`src/rtl/axi_llc_pkg.sv`:
```
// rtl/axi_llc_pkg.sv - shared LLC configuration, payload types and refill FSM states
// Contents: llc_cfg_t / llc_axi_cfg_t configuration records and their defaults,
//           descriptor, AXI R payload and data-way write request types,
//           AxReqId (ID the LLC uses for its own memory requests),
//           refill_state_e for the refill R slave.
package axi_llc_pkg;

    localparam int unsigned MstIdWidth  = 4;
    localparam int unsigned AddrWidth   = 32;
    localparam int unsigned DataWidth   = 64;
    localparam int unsigned IndexWidth  = 8;
    localparam int unsigned BlkOfsWidth = 2;
    localparam int unsigned WayWidth    = 8;

    typedef struct packed {
        int unsigned NumBlocks;
        int unsigned BlockSize;
        int unsigned IndexLength;
        int unsigned ByteOffsetLength;
        int unsigned BlockOffsetLength;
    } llc_cfg_t;

    typedef struct packed {
        int unsigned SlvPortIdWidth;
        int unsigned AddrWidthFull;
        int unsigned DataWidthFull;
    } llc_axi_cfg_t;

    localparam llc_cfg_t DefaultCfg = '{
        NumBlocks:         4,
        BlockSize:         64,
        IndexLength:       IndexWidth,
        ByteOffsetLength:  3,
        BlockOffsetLength: BlkOfsWidth
    };

    localparam llc_axi_cfg_t DefaultAxiCfg = '{
        SlvPortIdWidth: MstIdWidth - 1,
        AddrWidthFull:  AddrWidth,
        DataWidthFull:  DataWidth
    };

    // The master port has one more ID bit than the slave port; setting the
    // extra MSB keeps LLC-internal refills apart from forwarded requests.
    localparam logic [MstIdWidth-1:0] AxReqId = 4'b1000;

    // refill: 1 -> the block is missing and must be fetched before the
    // descriptor may continue; 0 -> pass the descriptor straight on.
    typedef struct packed {
        logic [AddrWidth-1:0] a_x_addr;
        logic [WayWidth-1:0]  way_ind;
        logic                 refill;
    } llc_desc_t;

    typedef struct packed {
        logic [MstIdWidth-1:0] id;
        logic [DataWidth-1:0]  data;
        logic [1:0]            resp;
        logic                  last;
    } llc_r_chan_t;

    typedef struct packed {
        logic [IndexWidth-1:0]  index;
        logic [WayWidth-1:0]    way_ind;
        logic [BlkOfsWidth-1:0] blk_ofs;
        logic [DataWidth-1:0]   data;
    } llc_way_wr_t;

    typedef enum logic [1:0] {
        IDLE,
        REFILL,
        SEND
    } refill_state_e;

endpackage

```
`src/rtl/axi_llc_refill_r_slave.sv`:
```
// rtl/axi_llc_refill_r_slave.sv - LLC refill R-channel slave: writes memory read beats into the data ways
// Build option: define AXI_LLC_R_PROTOCOL_CHECK_EN to check rid/rlast and pulse proto_err_o.
// Ports: clk_i, rst_i (async, active-high)
//        desc_i/desc_valid_i/desc_ready_o        descriptor in from the refill AR stage
//        desc_o/desc_valid_o/desc_ready_i        descriptor out to the next unit
//        r_chan_i/r_valid_i/r_ready_o            AXI R channel from memory
//        way_wr_o/way_wr_valid_o/way_wr_ready_i  block write into the data ways
//        resp_err_o                              pulse on an R beat with SLVERR/DECERR
//        proto_err_o                             pulse on an R protocol violation
module axi_llc_refill_r_slave
    import axi_llc_pkg::*;
#(
    parameter llc_cfg_t     Cfg      = DefaultCfg,
    parameter llc_axi_cfg_t AxiCfg   = DefaultAxiCfg,
    parameter type          desc_t   = llc_desc_t,
    parameter type          r_chan_t = llc_r_chan_t,
    parameter type          way_wr_t = llc_way_wr_t
) (
    input  logic    clk_i,
    input  logic    rst_i,
    input  desc_t   desc_i,
    input  logic    desc_valid_i,
    output logic    desc_ready_o,
    output desc_t   desc_o,
    output logic    desc_valid_o,
    input  logic    desc_ready_i,
    input  r_chan_t r_chan_i,
    input  logic    r_valid_i,
    output logic    r_ready_o,
    output way_wr_t way_wr_o,
    output logic    way_wr_valid_o,
    input  logic    way_wr_ready_i,
    output logic    resp_err_o,
    output logic    proto_err_o
);

    localparam int unsigned AddrOffset = Cfg.ByteOffsetLength + Cfg.BlockOffsetLength;
    localparam int unsigned CntWidth   = (Cfg.NumBlocks > 1) ? $clog2(Cfg.NumBlocks) : 1;
    localparam logic [CntWidth-1:0] LastBeat = CntWidth'(Cfg.NumBlocks - 1);

    refill_state_e                state_q, state_d;
    desc_t                        desc_q, desc_d;
    logic [CntWidth-1:0]          beat_cnt_q, beat_cnt_d;
    logic                         r_hs;
    logic                         last_beat;
    logic [AxiCfg.SlvPortIdWidth:0] rid;
    logic                         unused_r;

    assign r_hs      = (state_q == REFILL) && r_valid_i && way_wr_ready_i;
    assign last_beat = (beat_cnt_q == LastBeat);
    assign rid       = r_chan_i.id;
    assign unused_r  = ^{r_chan_i.resp[0], rid, r_chan_i.last};

    assign desc_o     = desc_q;
    assign resp_err_o = r_hs && r_chan_i.resp[1];

`ifdef AXI_LLC_R_PROTOCOL_CHECK_EN
    assign proto_err_o = r_hs && ((r_chan_i.last != last_beat) || (rid != AxReqId));
`else
    assign proto_err_o = 1'b0;
`endif

    // The burst length is fixed by the block size, so the beat counter alone
    // ends the refill; rlast is only looked at by the optional checker.
    always_comb begin
        state_d        = state_q;
        desc_d         = desc_q;
        beat_cnt_d     = beat_cnt_q;
        desc_ready_o   = 1'b0;
        desc_valid_o   = 1'b0;
        r_ready_o      = 1'b0;
        way_wr_valid_o = 1'b0;
        unique case (state_q)
            IDLE: begin
                desc_ready_o = 1'b1;
                if (desc_valid_i) begin
                    desc_d     = desc_i;
                    beat_cnt_d = '0;
                    state_d    = desc_i.refill ? REFILL : SEND;
                end
            end
            REFILL: begin
                way_wr_valid_o = r_valid_i;
                r_ready_o      = way_wr_ready_i;
                if (r_hs) begin
                    if (last_beat) begin
                        beat_cnt_d = '0;
                        state_d    = SEND;
                    end else begin
                        beat_cnt_d = beat_cnt_q + 1'b1;
                    end
                end
            end
            SEND: begin
                desc_valid_o = 1'b1;
                if (desc_ready_i) begin
                    state_d = IDLE;
                end
            end
            default: state_d = IDLE;
        endcase
    end

    always_comb begin
        way_wr_o         = '0;
        way_wr_o.index   = desc_q.a_x_addr[AddrOffset +: Cfg.IndexLength];
        way_wr_o.way_ind = desc_q.way_ind;
        way_wr_o.blk_ofs = beat_cnt_q;
        way_wr_o.data    = r_chan_i.data;
    end

    always_ff @(posedge clk_i or posedge rst_i) begin
        if (rst_i) begin
            state_q    <= IDLE;
            desc_q     <= '0;
            beat_cnt_q <= '0;
        end else begin
            state_q    <= state_d;
            desc_q     <= desc_d;
            beat_cnt_q <= beat_cnt_d;
        end
    end

endmodule

```
`config.mk`:
```
export PLATFORM = sky130hd
export DESIGN_NAME = axi_llc_refill_r_slave
export DESIGN_NICKNAME = d
export VERILOG_FILES = /design/src/rtl/axi_llc_pkg.sv /design/src/rtl/axi_llc_refill_r_slave.sv
export SDC_FILE = /design/constraint.sdc
export NUM_CORES = 1
export LEC_CHECK = 0
export BUFFER_PORTS_ARGS = -buffer_cell sky130_fd_sc_hd__buf_2
export CAP_MARGIN = 0
export CORE_AREA = 5 5 93 95
export CTS_CLUSTER_SIZE = 12
export DETAILED_ROUTE_END_ITERATION = 8
export DIE_AREA = 0 0 98 100
export PLACE_DENSITY = 0.69
export SYNTH_ARGS = -nofsm -noshare
export SYNTH_HDL_FRONTEND = slang
export SYNTH_SLANG_ARGS = --single-unit
```
`constraint.sdc`:
```
create_clock -name clk_i -period 2.99 [get_ports clk_i]
set_input_delay 0.1495 -clock clk_i [delete_from_list [all_inputs] [get_ports clk_i]]
set_output_delay 0.1495 -clock clk_i [all_outputs]
set_load 0.05 [all_outputs]
```
==> results.yml <==
synthesis:
  synthTopCellsByCount: "buf_4, dfrtp_1, mux2_2"
  netlist.area_leader.share_pct: 47.17
  synth_edf_count: 0
  synth_seq_cells: 45
  synthCells: 192
  yosysMostFrequentCell: "buf_4"
  ys_top_cells_by_area: "dfrtp_1, buf_4, mux2_2, buf_6, mux2_1"
  synth_nets: 311
  syn_area_per_cell_um2: 12.43
  synthFlopType: "dfrtp_1"
  synth_area_um2: 2387
  synth-seq-area-share_pct: 47.17
  ys_types: 21
  yosysTopAreaCell: "dfrtp_1"
  ys_warn_count: 0
  async_flop_share_pct: 100.0
routing:
  dr_total_vias: 1383
  wire_per_inst_um: 14.08
  vias_per_cell: 4.204
  drtIter0Drc: 18
  wl_um: 4631
  drc: 0
  final_antenna_net_count: 0
  dr.pass1.iters: 3
floorplanning:
  fp.dieW_um: 98
  start_util_pct: 31.22
  die_h_um: 100
  placementRows: 32
  die_area_um2: 9800
  core_um2: 7647
  ios: 247
grt:
  grt_max_degree: 46
  grt_pass1_vias: 1538
  grt_first_pass_wirelength_um: 7603
  grtUsageTotal_pct: 9.458
  grt_antenna_before_repair: 0
  grt-ovfl-total: 0
pwr:
  combPwrFrac_pct: 60.6
  p_leak_nw: 1.271
  power_mw: 4.153
  p_int_mw: 1.871
  clkPwrFrac_pct: 12.8
  switching_share_pct: 54.94
  p_per_area_nw_per_um2: 1623
  ir_drop_mv: 0.6384
  power_frac_seq_pct: 26.6
  p_sw_mw: 2.282
sta:
  setup_slack_ps: 1292
  hold_viol: 0
  worst_pin_slew_ps: 910.4
  tns_ps: 0
  fmax_mhz: 589.1
  relSlewSlack_pct: 39.22
  rsz0062_at_grt: "false"
  period_minus_slack_ps: 1698
  slew_viol_final: 0
  fin_crit_sh_pct: 56.77
  setup_viol: 0
  skew_ps: 8.689
critical_path:
  path_cells: "and4b_1 -> and2_1 -> buf_2"
  cp-startpoint: "state_q[1]"
  cp_max_fo: 7
  reg2reg_slack_ps: 1300
  startpoint_type: "flop"
  cp.required_ps: 2840
  worst_path_max_delay_cell: "dfrtp_1"
  r2r-start: "state_q[0]"
  worst-setup-path-type: "flop to output port"
  endpoint_kind: "output port"
  max_stage_delay_ps: 460
  arrival_ps: 1550
clock_tree:
  cts_buffers: 5
  ctsResizeCount: 0
  ctsHoldBuffers: 0
  clock_path_buffers: 2
  ctsHtreeMaxLevel: 2
  cts_sinks: 45
  cts.clk_slew.worst_paths_ps: 90
  postCtsSetupRepairBufs: 0
  insertion_delay_ps: 290
  root_buffer: "clkbuf_8"
  cts_tree: "done"
final_layout:
  diodes: 0
  layout-drive-gt1-share_pct: 70.48
  fin_util_pct: 33.46
  nNetsFinal: 345
  syn2layout_area_growth_pct: 7.180
  n_fill_cell: 784
job:
  drv_cap: 0
place:
  gp_congestion: 0.8290
  pre_cts_ws_ps: 1290
  portBuffers: 111
  hpwl_um: 3618
status:
  status: "finished clean"
worst_hold_path:
  hp-class: "input port to async pin"
==> metal layers <==
| metal | vias up | GRT usage (%) | part of all wire [%] |
|---|---|---|---|
| met4 | 0 | 3.514 | 1.6 |
| met1 | 637 | 9.458 | 34 |
| li1 | 619 | - | - |
| met5 | - | 0 | 0 |
| met2 | 113 | 16.70 | 50 |
| met3 | 14 | 5.003 | 14 |
==> cells in the final DEF, fill, tap and decap left out <==
master	instances
a21oi_1	1
a22o_1	2
a22oi_1	1
and2_1	1
and3b_1	2
and4_1	1
and4b_1	1
buf_2	111
buf_4	1
bufinv_16	2
clkbuf_8	5
clkinv_2	1
conb_1	1
dfrtp_1	45
ha_1	1
inv_1	1
inv_2	1
mux2_1	3
mux2_2	38
nand2_1	1
nor2_1	3
nor2b_1	1
nor3_1	1
nor3b_4	1
o21ai_0	1
==> stage by stage <==
stage / hold WS [ps] / cells / instance area (um^2)
final: 49.79 / 329 / 2559
after global routing: 64.35 / 329 / 2559
after CTS: 68.52 / 329 / 2559
after detailed placement: 299.3 / 321 / 2425
after global placement: 299.3 / 321 / 2425
after floorplan: 256.7 / 192 / 2387
==> power groups by stage <==
stage	sequential [mW]	combinational [mW]	clock, mW
5_1_grt	1.16	2.63	0.585
6_report	1.10	2.52	0.532
2_1_floorplan	2.16	1.34	0
3_3_place_gp	1.10	2.53	0
3_5_place_dp	1.12	2.55	0
4_1_cts	1.11	2.55	0.561
==> state kept, by name (all words and copies together), names as in the netlist <==
name,flops
beat_cnt_q,2
state_q,2
desc_o,41
==> cell families (layout without fill, tap and decap cells) <==
| logic type | count (synthesis) | count (layout) | share of synthesized area (%) |
|---|---|---|---|
| simple gates | 12 | 12 | 3.669 |
| mux | 41 | 41 | 19.34 |
| buf+inv | 87 | 122 | 27.67 |
| other cells | 1 | 1 | 0.1571 |
| flops | 45 | 45 | 47.17 |
| compound gates | 5 | 5 | 1.467 |
| fa+ha+maj | 1 | 1 | 0.5240 |
==> critical path, delay by kind of cell (launching register included) <==
family	cells	cell delay [ps]
buf+inv	1	260
flops	1	460
simple gates	2	540
==> worst paths after layout <==
kind,end,cells past startpoint
max,resp_err_o,3
min,desc_o[13],2
max reg2reg,desc_o[20],3
min reg2reg,desc_o[26],1
max in group asynchronous,desc_o[26],2
min in group clk_i,state_q[1],2
==> final cells by class <==
cell class,count,area [um^2],area share [%]
Clock inverter,3,65.06,2.543
Inverter,2,7.507,0.2934
Clock buffer,5,68.82,2.689
Tap cell,102,127.6,4.988
Sequential cell,45,1126,44.01
Multi-Input combinational cell,60,600.6,23.47
Timing Repair Buffer,112,563.0,22.00
(Power assumes the default switching activity.)
